File: src/rtl/multicycle_ctrl.sv
// ---------------------------------------------------------------------------
// multicycle_ctrl
//
// Multicycle control FSM for the ARM-style datapath built from
// Program_Counter, InstructionMemory, REGISTER_FILE and the 32-bit ALU.
// Each data-processing instruction (ADD, SUB, AND, ORR, in register or
// rotated-immediate form) walks through FETCH -> DECODE -> EXECUTE ->
// WRITEBACK.
//
// DECODE evaluates the ARM condition code against the architectural flags.
// A failed condition drops the instruction silently.
// An unsupported encoding raises a one-cycle illegal pulse and drops the
// instruction.
//
// Parameters:
//   FETCH_TIMEOUT  cycles spent waiting in FETCH for imem_ready before an
//                  illegal pulse is raised; 0 turns the watchdog off.
//
// Optional build macro:
//   MULTICYCLE_CTRL_RETIRE_CNT_EN  adds the 32-bit 'retired' output. It counts
//                                  instructions that reach WRITEBACK.
//
// Ports:
//   clk          in   1   system clock, rising edge
//   reset        in   1   asynchronous, active-high reset
//   imem_ready   in   1   instruction memory presents valid data on instr
//   instr        in   32  instruction word from InstructionMemory
//   alu_flags    in   4   ALU {N,Z,C,V}, meaningful during EXECUTE
//   pc_we        out  1   Program_Counter advance strobe
//   ir_we        out  1   instruction latch strobe
//   reg_we       out  1   REGISTER_FILE WE3
//   alu_src_imm  out  1   1: ALU operand B = ext_imm, 0: RD2
//   alu_control  out  4   ADD=0000, SUB=0001, AND=0010, ORR=0011
//   ext_imm      out  32  rotated immediate of the latched instruction
//   flags        out  4   architectural {N,Z,C,V}
//   illegal      out  1   one-cycle fault pulse
//   state_o      out  2   FETCH=00, DECODE=01, EXECUTE=10, WRITEBACK=11
//   retired      out  32  retired-instruction count (only with the macro)
// ---------------------------------------------------------------------------
module multicycle_ctrl #(
    parameter int unsigned FETCH_TIMEOUT = 16
) (
    input  logic        clk,
    input  logic        reset,
    input  logic        imem_ready,
    input  logic [31:0] instr,
    input  logic [3:0]  alu_flags,
    output logic        pc_we,
    output logic        ir_we,
    output logic        reg_we,
    output logic        alu_src_imm,
    output logic [3:0]  alu_control,
    output logic [31:0] ext_imm,
    output logic [3:0]  flags,
    output logic        illegal,
    output logic [1:0]  state_o
`ifdef MULTICYCLE_CTRL_RETIRE_CNT_EN
    ,
    output logic [31:0] retired
`endif
);

    typedef enum logic [1:0] {
        S_FETCH     = 2'b00,
        S_DECODE    = 2'b01,
        S_EXECUTE   = 2'b10,
        S_WRITEBACK = 2'b11
    } state_t;

    // The watchdog counter only has to reach FETCH_TIMEOUT-1: the pulse fires
    // during the last waiting cycle, so the count never has to hold
    // FETCH_TIMEOUT itself.
    localparam bit          TO_EN = (FETCH_TIMEOUT != 0);
    localparam int unsigned TW    = (FETCH_TIMEOUT > 1) ? $clog2(FETCH_TIMEOUT) : 1;
    localparam logic [TW-1:0] TO_LAST = TW'(FETCH_TIMEOUT - 1);

    state_t        state;
    logic [31:0]   ir;
    logic [TW-1:0] to_cnt;

    logic [3:0] cond_f;
    logic [1:0] op_f;
    logic       imm_f;
    logic [3:0] cmd_f;
    logic       s_f;
    logic [3:0] rd_f;
    logic [3:0] rot_f;
    logic [7:0] imm8_f;

    logic       cmd_ok;
    logic       decode_illegal;
    logic       cond_ok;
    logic       timeout_hit;
    logic       unused_rn;

    // ARM condition evaluation against {N,Z,C,V}.
    function automatic logic cond_pass(input logic [3:0] c, input logic [3:0] f);
        logic n, z, cf, v;
        logic res;
        n   = f[3];
        z   = f[2];
        cf  = f[1];
        v   = f[0];
        res = 1'b0;
        case (c)
            4'h0:    res = z;
            4'h1:    res = !z;
            4'h2:    res = cf;
            4'h3:    res = !cf;
            4'h4:    res = n;
            4'h5:    res = !n;
            4'h6:    res = v;
            4'h7:    res = !v;
            4'h8:    res = cf & !z;
            4'h9:    res = !cf | z;
            4'hA:    res = (n == v);
            4'hB:    res = (n != v);
            4'hC:    res = !z & (n == v);
            4'hD:    res = z | (n != v);
            4'hE:    res = 1'b1;
            default: res = 1'b0;
        endcase
        return res;
    endfunction

    // Translate the ARM cmd field into the ALU's own opcode numbering.
    function automatic logic [3:0] alu_op(input logic [3:0] c);
        logic [3:0] res;
        case (c)
            4'b0100: res = 4'b0000;
            4'b0010: res = 4'b0001;
            4'b0000: res = 4'b0010;
            4'b1100: res = 4'b0011;
            default: res = 4'b0000;
        endcase
        return res;
    endfunction

    // Rotate the 8-bit immediate right by twice the 4-bit rotate field.
    // Shifting a doubled copy gives the wrap-around bits for free.
    function automatic logic [31:0] rot_imm(input logic [7:0] imm, input logic [3:0] rot);
        logic [63:0] dbl;
        dbl = {24'b0, imm, 24'b0, imm};
        dbl = dbl >> {rot, 1'b0};
        return dbl[31:0];
    endfunction

    // Field split of the latched instruction word.
    // Rn is consumed by the datapath directly and is not needed here.
    assign cond_f    = ir[31:28];
    assign op_f      = ir[27:26];
    assign imm_f     = ir[25];
    assign cmd_f     = ir[24:21];
    assign s_f       = ir[20];
    assign rd_f      = ir[15:12];
    assign rot_f     = ir[11:8];
    assign imm8_f    = ir[7:0];
    assign unused_rn = ^ir[19:16];

    // Only the four supported data-processing commands are accepted.
    always_comb begin
        cmd_ok = 1'b0;
        case (cmd_f)
            4'b0100, 4'b0010, 4'b0000, 4'b1100: cmd_ok = 1'b1;
            default:                            cmd_ok = 1'b0;
        endcase
    end

    // The NV condition, non-data-processing op classes, unknown commands
    // and writes to the PC are all treated as faults.
    // A fault is detected regardless of whether the condition would pass.
    assign decode_illegal = (cond_f == 4'hF) | (op_f != 2'b00) | !cmd_ok | (rd_f == 4'hF);
    assign cond_ok        = cond_pass(cond_f, flags);

    // The watchdog fires during the FETCH_TIMEOUT-th consecutive cycle
    // spent waiting.
    assign timeout_hit = TO_EN && (state == S_FETCH) && !imem_ready && (to_cnt == TO_LAST);

    // The fetch strobes follow the memory handshake directly, so the PC and
    // IR update on the same edge that moves the FSM into DECODE.
    // Holding reset suppresses every strobe, even if memory reports ready.
    assign pc_we   = !reset && (state == S_FETCH) && imem_ready;
    assign ir_we   = !reset && (state == S_FETCH) && imem_ready;
    assign illegal = !reset && (((state == S_DECODE) && decode_illegal) || timeout_hit);
    assign state_o = state;

    // Main sequencer. The ALU controls, immediate and register write enable
    // are registered on entry to EXECUTE and WRITEBACK. They are therefore
    // stable for the whole cycle and cleared again on the way back to FETCH.
    // Reset mid-instruction simply abandons it: no write-back, flags cleared.
    always_ff @(posedge clk or posedge reset) begin
        if (reset) begin
            state       <= S_FETCH;
            ir          <= '0;
            flags       <= '0;
            to_cnt      <= '0;
            reg_we      <= 1'b0;
            alu_src_imm <= 1'b0;
            alu_control <= 4'b0000;
            ext_imm     <= '0;
`ifdef MULTICYCLE_CTRL_RETIRE_CNT_EN
            retired     <= '0;
`endif
        end else begin
            case (state)
                S_FETCH: begin
                    if (imem_ready) begin
                        ir     <= instr;
                        to_cnt <= '0;
                        state  <= S_DECODE;
                    end else if (timeout_hit) begin
                        to_cnt <= '0;
                    end else if (TO_EN) begin
                        to_cnt <= to_cnt + 1'b1;
                    end
                end
                S_DECODE: begin
                    if (decode_illegal || !cond_ok) begin
                        state <= S_FETCH;
                    end else begin
                        alu_control <= alu_op(cmd_f);
                        alu_src_imm <= imm_f;
                        ext_imm     <= rot_imm(imm8_f, rot_f);
                        state       <= S_EXECUTE;
                    end
                end
                S_EXECUTE: begin
                    if (s_f) begin
                        flags <= alu_flags;
                    end
                    reg_we <= 1'b1;
                    state  <= S_WRITEBACK;
                end
                S_WRITEBACK: begin
                    reg_we      <= 1'b0;
                    alu_control <= 4'b0000;
                    alu_src_imm <= 1'b0;
                    ext_imm     <= '0;
`ifdef MULTICYCLE_CTRL_RETIRE_CNT_EN
                    retired     <= retired + 32'd1;
`endif
                    state       <= S_FETCH;
                end
                default: state <= S_FETCH;
            endcase
        end
    end

endmodule
File: config.mk
export PLATFORM = sky130hd
export DESIGN_NAME = multicycle_ctrl
export DESIGN_NICKNAME = d
export VERILOG_FILES = /design/src/rtl/multicycle_ctrl.sv
export SDC_FILE = /design/constraint.sdc
export NUM_CORES = 1
export LEC_CHECK = 0
export ABC_AREA = 1
export BUFFER_PORTS_ARGS = -buffer_cell sky130_fd_sc_hd__buf_2
export CELL_PAD_IN_SITES_DETAIL_PLACEMENT = 0
export CELL_PAD_IN_SITES_GLOBAL_PLACEMENT = 1
export CORE_UTILIZATION = 40
export DETAILED_ROUTE_END_ITERATION = 12
export PLACE_DENSITY = 0.8
export SLEW_MARGIN = 40
export SYNTH_ARGS = -nofsm -noshare
export SYNTH_HDL_FRONTEND = slang
export SYNTH_SLANG_ARGS = --single-unit
export TNS_END_PERCENT = 5
File: constraint.sdc
create_clock -name clk -period 2.48 [get_ports clk]
set_input_delay 0.372 -clock clk [delete_from_list [all_inputs] [get_ports clk]]
set_output_delay 0.372 -clock clk [all_outputs]
set_load 0.005 [all_outputs]
Word level (Yosys, flattened, before mapping)
Index checks and enable logic that the tools add are counted.
{"block": "word_totals", "input_bits": 39, "reg_bits": 80, "out_inout_bits": 47}
{"block": "op_classes", "n_mux": 15, "shift": 1, "eq_ne": 27, "reduce_logical": 26, "n_addsub": 1, "n_bitwise": 7}
{"op": "$pmux 32 s2", "count": 1}
{"op": "$eq 4x4->1 const B", "count": 11}
{"op": "$shr 40x5->32", "count": 1}
{"op": "$mux 32", "count": 1}
{"op": "$eq 4x3->1 const B", "count": 5}
{"op": "$pmux 1 s15", "count": 1}
{"op": "$eq 4x2->1 const B", "count": 3}
{"op": "$mux 4", "count": 3}
{"op": "$logic_not 1->1", "count": 8}
{"op": "$logic_not 4->1", "count": 2}
{"op": "$pmux 2 s4", "count": 1}
{"op": "$pmux 4 s2", "count": 1}
{"op": "$logic_and 1x1->1", "count": 6}
{"op": "$pmux 2 s3", "count": 1}
{"op": "$reduce_and 2->1", "count": 3}
{"op": "$reduce_bool 2->1", "count": 3}
{"op": "$or 1x1->1", "count": 5}
{"op": "$add 4x1->4 const B", "count": 1}
{"op": "$eq 2x2->1 const B", "count": 2}
{"op": "$eq 4x1->1 const B", "count": 1}
{"op": "$mux 2", "count": 2}
{"op": "$ne 2x2->1 const B", "count": 2}
{"op": "$pmux 1 s2", "count": 2}
{"op": "$reduce_or 4->1", "count": 1}
{"op": "other kinds (7)", "count": 10}

Depth between registers and ports, before layout
Gate-level depths: netlist of the first run.
{"block": "logic_depth", "word_depth": 9, "depth_mapped": 13, "depth_no_buf": 12}

Least setup slack after synthesis of the first run
Ideal clock, no wire load.
{"block": "synth_timing", "path_kind": "reg2out", "startpoint": "register with a tool-made name", "endpoint": "output port pc_we", "path_buffers": 3, "arrival_ns": 1.302, "slack_ns": 0.806, "path_stages_with_launch": 7, "required_time_ns": 2.108, "path_cell_list": "dfrtp_1 -> nor2_1 -> nand2_1 -> buf_2 -> clkbuf_1 -> nor2_1 -> buf_4"}
{"item": "to (decl)", "line": "48", "text": "output logic pc_we,"}

==> results.py, run 1 <==
metrics = {
    "power_and_ir_drop": {
        "p_leak_nw": 2.39,
        "p_per_area_nw_per_um2": 1240,
        "ir_worst_vdd_uv": 449,
    },
    "critical_path": {
        "start_kind": "flip-flop",
        "arrival_ns": 1.81,
        "critPathKind": "reg -> out",
        "cp_max_fo": 7,
        "cp-end-kind": "output pin",
        "cp.required_ns": 2.11,
    },
    "timing": {
        "fin_skew_ns": 0.0103,
        "slew_headroom": 0.555,
        "fin_crit_sh": 0.878,
        "fmax_ghz": 0.459,
        "fin_tns_setup_ns": 0,
        "rsz0062_at_grt": "no",
        "hold_ws_ns": 0.0797,
        "setup_viol": 0,
        "final-hold-violation-count": 0,
        "min_period_ns": 2.18,
        "worst_slew_pin_slew_ns": 0.666,
        "slew_violations": 0,
    },
    "floorplanning": {
        "core_um2": 9330,
        "ios": 86,
        "die_area_um2": 10100,
        "rows": 35,
        "chipWidth_um": 101,
        "initial_core_util": 0.416,
        "die_height_um": 101,
    },
    "route": {
        "ant_nets": 0,
        "post-route-drc-count": 0,
        "first_iter_violations": 190,
        "drt_wl_total_mm": 8.80,
        "vias": 3281,
        "routed_via_density": 5.03,
        "first_pass_iters": 5,
        "avgRoutedWirePerCell_um": 13.5,
    },
    "layout": {
        "num_antenna_cells": 0,
        "nets": 559,
        "area_delta_synth_final_pct": 15.1,
        "multiInputGateArea_um2": 1720,
        "drive_gt1_frac": 0.266,
        "seqCellArea_um2": 1850,
        "fillers": 939,
    },
    "synthesis": {
        "synth_seq_cells": 74,
        "synth_top_area_share": 0.477,
        "syn_area_um2": 3880,
        "synth.area.top_cells": "dfrtp_1 (48%), nand2_1 (9.8%), nand3_1 (8.0%), mux2_2 (5.2%), nand4_1 (4.0%)",
        "ys_types": 35,
        "postSynthAreaPerCell_um2": 8.54,
        "ys_seq_area_frac": 0.477,
        "yosysTopAreaCell": "dfrtp_1",
        "synthCells": 455,
        "yosys_warnings": 0,
    },
    "placed_design": {
        "io_buffers": 79,
        "dp_hpwl_mm": 6.09,
        "gp_congestion": 0.799,
    },
    "global_route": {
        "grt_pass1_wl_mm": 15.1,
        "use_met1": 0.275,
        "first_global_vias": 3099,
        "antenna_found_initial": 0,
        "grt_busiest_layer": "met2",
        "grt_max_degree": 51,
        "use_met3": 0.0388,
        "gr-usage-met2": 0.287,
        "grt_usage": 0.190,
        "overflow": 0,
    },
    "clock_network": {
        "cts.htree.levels": 3,
        "clk_path_buf_depth": 2,
        "root_buffer": "clkbuf_8",
        "cts_tree": "done",
        "cts_hold_buf": 0,
        "cts_resized": 0,
        "worst_skew_pair.late_latency_ns": 0.34,
        "cts_buffers": 9,
        "clk_pin_slew_ns": 0.08,
        "cts_sinks": 74,
        "cts_setup_buffers": 0,
    },
    "run_status": {
        "status": "finished, final reports clean",
    },
    "worst_hold_path": {
        "hp-class": "in -> async",
    },
    "job": {
        "drv_cap": 0,
    },
}
metal layers:
metal  up-vias  part of all wire  wire length [um]
li1       1646                 -                 -
met1      1559              0.48              4250
met2        71              0.47              4100
met3         5             0.042               374
met4         0            0.0086                76
met5         -                 0                 0
where the power goes:
group	switching, mW	internal, mW	total [mW]
combinational	1.61	0.917	2.52
clock	0.450	0.483	0.933
sequential	0.411	1.70	2.11
cells in the mapped netlist:
| master | count |
|---|---|
| a21oi_1 | 21 |
| a21oi_2 | 1 |
| a22o_1 | 2 |
| buf_1 | 1 |
| buf_2 | 8 |
| buf_4 | 8 |
| buf_6 | 6 |
| buf_8 | 1 |
| clkbuf_1 | 8 |
| clkinv_1 | 1 |
| conb_1 | 1 |
| dfrtp_1 | 74 |
| ha_1 | 1 |
| inv_1 | 24 |
| inv_2 | 1 |
| mux2_2 | 18 |
| nand2_1 | 101 |
| nand2_4 | 1 |
| nand2_8 | 1 |
| nand3_1 | 62 |
| nand3_2 | 10 |
| nand3b_1 | 1 |
| nand4_1 | 25 |
| nor2_1 | 41 |
| nor2_2 | 3 |
| nor2_8 | 1 |
| nor3_1 | 4 |
| o21a_1 | 1 |
| o21ai_0 | 18 |
| o21ai_1 | 2 |
| o22ai_2 | 1 |
| o31ai_1 | 2 |
| or2_1 | 1 |
| or2_2 | 2 |
| xor2_1 | 2 |
state kept, by name (all words and copies together) (netlist names), named ones only:
signal	flops
flags	4
reg_we	1
alu_control	2
alu_src_imm	1
ext_imm	32
state_o	1
ir	28
to_cnt	4
critical path, cell delays in order (launching register included):
cell	delay (ns)
dfrtp_1	0.45
nor2_1	0.16
inv_1	0.11
nor2_1	0.27
nand4_1	0.17
a21oi_1	0.17
buf_2	0.12
layout make-up:
cell class	instances	area share
Clock buffer	10	0.0308
Inverter	26	0.0218
Multi-Input combinational cell	324	0.385
Tap cell	129	0.0361
Timing Repair Buffer	84	0.0996
Sequential cell	74	0.414
Clock inverter	5	0.0123
cell families after synthesis:
family / Yosys count / share of synthesized area
compound gates: 48 / 0.0686
xor+xnor: 2 / 0.00451
fa+ha+maj: 1 / 0.00322
buf+inv: 58 / 0.0808
flops: 74 / 0.477
mux: 18 / 0.0522
other cells: 1 / 0.000965
simple gates: 253 / 0.313
final timing paths:
path,depth (start not counted),slack (ns),endpoint,startpoint
worst min register to register,2,0.50,ext_imm[19],ext_imm[19]
worst max register to register,11,0.56,ext_imm[25],flags[0]
worst min-delay path,2,0.08,to_cnt[3],reset
min in group clk,2,0.26,ir[20],instr[20]
worst max-delay path,6,0.30,illegal,flip-flop
max in group asynchronous,3,1.74,ext_imm[16],reset
through the flow:
step / instance area, um2 / util / setup slack (ns) / total power, mW / cells
after floorplan: 3890 / - / 0.226 / 4.02 / 456
after global placement: 4280 / 0.459 / 0.608 / 4.58 / 637
after detailed placement: 4280 / 0.459 / 0.584 / 4.66 / 637
after CTS: 4470 / 0.479 / 0.280 / 5.61 / 652
after global routing: 4470 / 0.479 / 0.144 / 6.08 / 652
final: 4470 / 0.479 / 0.302 / 5.56 / 652
cells in the final DEF, fill, tap and decap left out, types with 18 or more instances in the layout:
cell,netlist,routed
a21oi_1,21,21
dfrtp_1,74,74
buf_2,8,79
nand4_1,25,25
mux2_2,18,18
nand2_1,101,101
nand3_1,62,62
o21ai_0,18,18
inv_1,24,23
nor2_1,41,41
No activity file was read; power rests on OpenSTA's default activity.
==> run 2, diff against run 1 <==
- RECOVER_POWER: default -> 50
==> results.py, run 2 (synthesized netlist as in run 1, its figures left out) <==
metrics = {
    "floorplanning": {
        "die_height_um": 101,
        "chipWidth_um": 101,
        "initial_core_util": 0.416,
        "rows": 35,
        "ios": 86,
        "core_um2": 9330,
        "die_area_um2": 10100,
    },
    "layout": {
        "largest-register": "ext_imm",
        "largest_reg_flops": 32,
        "fillers": 943,
        "nets": 559,
        "final_cell_mix": "nand2_1 (101), dfrtp_1 (74), buf_2 (67), nand3_1 (62), nor2_1 (41)",
        "drive_gt1_frac": 0.241,
        "num_antenna_cells": 0,
        "area_delta_synth_final_pct": 14.7,
        "largestRegisters": "ext_imm x32, ir x28",
        "final_common_cell": "nand2_1",
        "fin_cells": 652,
    },
    "placed_design": {
        "place_ws_ns": 0.584,
        "io_buffers": 79,
        "gp_congestion": 0.799,
        "dp.cells": 637,
        "dp_hpwl_mm": 6.09,
    },
    "critical_path": {
        "cp_max_fo": 7,
        "start_kind": "flip-flop",
        "worstReg2RegStart": "ir[28]",
        "cp.required_ns": 2.11,
        "critPathKind": "reg -> out",
        "arrival_ns": 1.81,
        "cp-end-kind": "output pin",
    },
    "worst_hold_path": {
        "hp-class": "in -> async",
    },
    "route": {
        "drt_wl_total_mm": 8.77,
        "ant_nets": 0,
        "vias": 3259,
        "routed_via_density": 5.00,
        "first_iter_violations": 193,
        "avgRoutedWirePerCell_um": 13.4,
        "post-route-drc-count": 0,
        "first_pass_iters": 4,
    },
    "global_route": {
        "grt_max_degree": 51,
        "antenna_found_initial": 0,
        "first_global_vias": 3099,
        "grt_usage": 0.190,
        "grt_pass1_wl_mm": 15.1,
        "overflow": 0,
    },
    "timing": {
        "slew_violations": 0,
        "fmax_ghz": 0.459,
        "final-hold-violation-count": 0,
        "fin_tns_setup_ns": 0,
        "slew_headroom": 0.359,
        "setup_viol": 0,
        "fin_skew_ns": 0.0104,
        "worst_slew_pin_slew_ns": 0.961,
        "fin_ws_ns": 0.302,
        "rsz0062_at_grt": "no",
        "min_period_ns": 2.18,
        "fin_crit_sh": 0.878,
    },
    "clock_network": {
        "cts_sinks": 74,
        "cts_hold_buf": 0,
        "cts_tree": "done",
        "cts_setup_buffers": 0,
        "root_buffer": "clkbuf_8",
        "clk_path_buf_depth": 2,
        "clk_pin_slew_ns": 0.08,
        "cts.htree.levels": 3,
        "cts_buffers": 9,
        "cts_resized": 0,
        "worst_skew_pair.late_latency_ns": 0.34,
    },
    "power_and_ir_drop": {
        "p_per_area_nw_per_um2": 1250,
        "p_clk_frac": 0.168,
        "power.switching_mw": 2.47,
        "sw_frac_of_total": 0.445,
        "p_int_mw": 3.08,
        "combPwrFrac": 0.452,
        "pwr-share-seq": 0.380,
        "p_leak_nw": 2.34,
        "ir_worst_vdd_uv": 447,
    },
    "job": {
        "drv_cap": 0,
    },
    "run_status": {
        "status": "finished, final reports clean",
    },
}
-- run 2: routing by layer --
layer / vias to the layer above / wire, um / GRT usage
li1: 1645 / - / -
met1: 1543 / 4330 / 0.275
met2: 66 / 4040 / 0.287
met3: 5 / 314 / 0.0388
met4: 0 / 76 / 0.0613
met5: - / 0 / 0
-- run 2: path summary, 6_finish.rpt --
| path | slack (ns) | end | cells after the start |
|---|---|---|---|
| max in group asynchronous | 1.44 | ext_imm[4] | 3 |
| hold reg to reg | 0.50 | ext_imm[19] | 2 |
| min in group clk | 0.26 | ir[20] | 2 |
| setup / recovery | 0.30 | illegal | 6 |
| hold / removal | 0.25 | to_cnt[3] | 2 |
| setup reg to reg | 0.58 | ext_imm[25] | 10 |
-- run 2: worst max-delay path, stage by stage (launching register included) --
cell and delay, ns:
dfrtp_1 0.45, nor2_1 0.16, inv_1 0.11, nor2_1 0.27
nand4_1 0.17, a21oi_1 0.17, buf_2 0.12
-- run 2: cell type report --
| cell class | instances | area [um2] | share of cell area |
|---|---|---|---|
| Sequential cell | 74 | 1850 | 0.415 |
| Multi-Input combinational cell | 324 | 1720 | 0.387 |
| Timing Repair Buffer | 84 | 430 | 0.0966 |
| Tap cell | 129 | 161 | 0.0362 |
| Clock buffer | 10 | 138 | 0.0309 |
| Inverter | 26 | 97.6 | 0.0219 |
| Clock inverter | 5 | 55.1 | 0.0124 |
-- run 2: power groups by stage --
stage / clock [mW] / combinational (mW) / sequential [mW]
global route: 1.02 / 2.86 / 2.19
floorplan: 0 / 2.01 / 2.01
global placement: 0 / 2.47 / 2.11
CTS: 0.965 / 2.53 / 2.11
finish: 0.935 / 2.51 / 2.11
detailed placement: 0 / 2.52 / 2.13
-- run 2: metrics by stage --
step | hold slack [ns] | instance area, um2 | power, mW | utilization
after CTS | 0.0944 | 4470 | 5.61 | 0.479
after detailed placement | 0.476 | 4280 | 4.66 | 0.459
after floorplan | 0.470 | 3890 | 4.02 | -
final | 0.248 | 4460 | 5.55 | 0.478
after global routing | 0.241 | 4460 | 6.07 | 0.478
after global placement | 0.465 | 4280 | 4.58 | 0.459
==> run 3, diff against run 2 <==
- CELL_PAD_IN_SITES_DETAIL_PLACEMENT: 0 -> default
- CELL_PAD_IN_SITES_GLOBAL_PLACEMENT: 1 -> default
- CORE_UTILIZATION: 40 -> 54
- PLACE_DENSITY: 0.8 -> 0.81
==> results.py, run 3 (synthesized netlist as in run 1, its figures left out) <==
metrics = {
    "floorplanning": {
        "die_height_um": 86.8,
        "core_um2": 6870,
        "chipWidth_um": 86.8,
        "ios": 86,
        "rows": 30,
        "initial_core_util": 0.566,
        "die_area_um2": 7540,
    },
    "placed_design": {
        "dp_hpwl_mm": 6.07,
        "io_buffers": 79,
        "gp_congestion": 0.860,
        "dp.cells": 604,
    },
    "clock_network": {
        "root_buffer": "clkbuf_8",
        "cts_hold_buf": 0,
        "cts_tree": "done",
        "cts.htree.levels": 3,
        "cts_buffers": 9,
        "clk_path_buf_depth": 2,
        "cts_resized": 0,
        "cts_setup_buffers": 0,
        "clk_pin_slew_ns": 0.08,
        "worst_skew_pair.late_latency_ns": 0.35,
        "cts_sinks": 74,
    },
    "layout": {
        "final_common_cell": "nand2_1",
        "num_antenna_cells": 0,
        "multiInputGateArea_um2": 1720,
        "area_delta_synth_final_pct": 13.5,
        "final_cell_mix": "nand2_1 (101), dfrtp_1 (74), buf_2 (69), nand3_1 (62), nor2_1 (41)",
        "postLayoutCoreUtil": 0.642,
        "fin_cells": 620,
        "drive_gt1_frac": 0.240,
        "fillers": 601,
        "largest_reg_flops": 32,
        "nets": 559,
        "largestRegisters": "ext_imm x32, ir x28",
        "seqCellArea_um2": 1850,
        "largest-register": "ext_imm",
    },
    "job": {
        "drv_cap": 1,
    },
    "critical_path": {
        "path_cells": "nor2_1 -> inv_1 -> nor2_1 -> nand4_1 -> a21oi_1 -> buf_2",
        "worstReg2RegStart": "ir[28]",
        "cp.required_ns": 2.11,
        "arrival_ns": 1.88,
        "start_kind": "flip-flop",
        "cpMostUsedCell": "nor2_1",
        "max_stage_delay_ns": 0.46,
        "cp.buffers_inverters": 2,
        "cp-end-kind": "output pin",
        "cp_max_fo": 7,
        "crit_slowest_cell": "dfrtp_1",
        "critPathKind": "reg -> out",
        "cp_top_family": "simple AND/OR/NAND/NOR gates",
    },
    "timing": {
        "worst_slew_pin_slew_ns": 1.83,
        "setup_viol": 0,
        "slew_violations": 75,
        "fin_tns_setup_ns": 0,
        "fin_crit_sh": 0.908,
        "min_period_ns": 2.25,
        "fin_skew_ns": 0.0151,
        "fmax_ghz": 0.444,
        "final-hold-violation-count": 0,
        "slew_headroom": -0.219,
        "hold_ws_ns": 0.254,
        "rsz0062_at_grt": "no",
    },
    "global_route": {
        "grt_busiest_layer": "met2",
        "gr-usage-met2": 0.383,
        "use_met1": 0.339,
        "first_global_vias": 3067,
        "grt_max_degree": 75,
        "overflow": 0,
        "use_met3": 0.0419,
        "grt_usage": 0.246,
        "grt_pass1_wl_mm": 14.3,
        "antenna_found_initial": 0,
    },
    "power_and_ir_drop": {
        "finalPower_mw": 5.56,
        "p_leak_nw": 2.34,
        "pwr-share-seq": 0.380,
        "combPwrFrac": 0.455,
        "p_clk_frac": 0.165,
        "ir_worst_vdd_uv": 780,
        "p_int_mw": 3.08,
        "sw_frac_of_total": 0.447,
        "power.switching_mw": 2.49,
        "p_per_area_nw_per_um2": 1260,
    },
    "run_status": {
        "violations": "capacitance limit, slew limit",
        "status": "finished with violations",
    },
    "route": {
        "avgRoutedWirePerCell_um": 13.9,
        "post-route-drc-count": 0,
        "drt_wl_total_mm": 8.63,
        "ant_nets": 0,
        "routed_via_density": 5.49,
        "vias": 3404,
        "first_pass_iters": 5,
        "first_iter_violations": 275,
    },
    "worst_hold_path": {
        "hp-class": "in -> reg",
        "worstHoldStart": "instr[5]",
    },
}
-- run 3: worst paths after layout --
| kind | end | cells after the start | slack (ns) |
|---|---|---|---|
| hold reg to reg | ext_imm[11] | 2 | 0.50 |
| max in group asynchronous | ir[30] | 3 | 0.74 |
| min in group asynchronous | to_cnt[3] | 3 | 0.68 |
| hold / removal | ir[5] | 2 | 0.25 |
| setup reg to reg | ext_imm[23] | 10 | 0.56 |
| setup / recovery | illegal | 6 | 0.23 |
-- run 3: power groups by stage --
| stage | clock, mW | sequential [mW] | combinational [mW] |
|---|---|---|---|
| 2_1_floorplan | 0 | 2.01 | 2.01 |
| 3_3_place_gp | 0 | 2.10 | 2.42 |
| 3_5_place_dp | 0 | 2.13 | 2.53 |
| 4_1_cts | 0.929 | 2.11 | 2.54 |
| 5_1_grt | 0.982 | 2.17 | 2.84 |
| 6_report | 0.919 | 2.11 | 2.53 |
-- run 3: routing by layer --
metal  wire, um  up-vias
li1           -     1654
met1       3820     1609
met2       4140      126
met3        488       15
met4        185        0
met5          0        -
-- run 3: stage by stage --
| step | worst slack [ns] | cell area [um2] |
|---|---|---|
| finish | 0.228 | 4410 |
| global route | 0.0982 | 4410 |
| CTS | 0.241 | 4440 |
| detailed placement | 0.598 | 4250 |
| global placement | 0.658 | 4250 |
| floorplan | 0.226 | 3890 |
-- run 3: layout make-up --
class | count | area share
sequential | 74 | 0.420
inverter | 26 | 0.0221
timing repair buffer | 84 | 0.0976
multi-input combinational | 324 | 0.391
tap | 96 | 0.0272
clock inverter | 4 | 0.0119
clock buffer | 12 | 0.0306
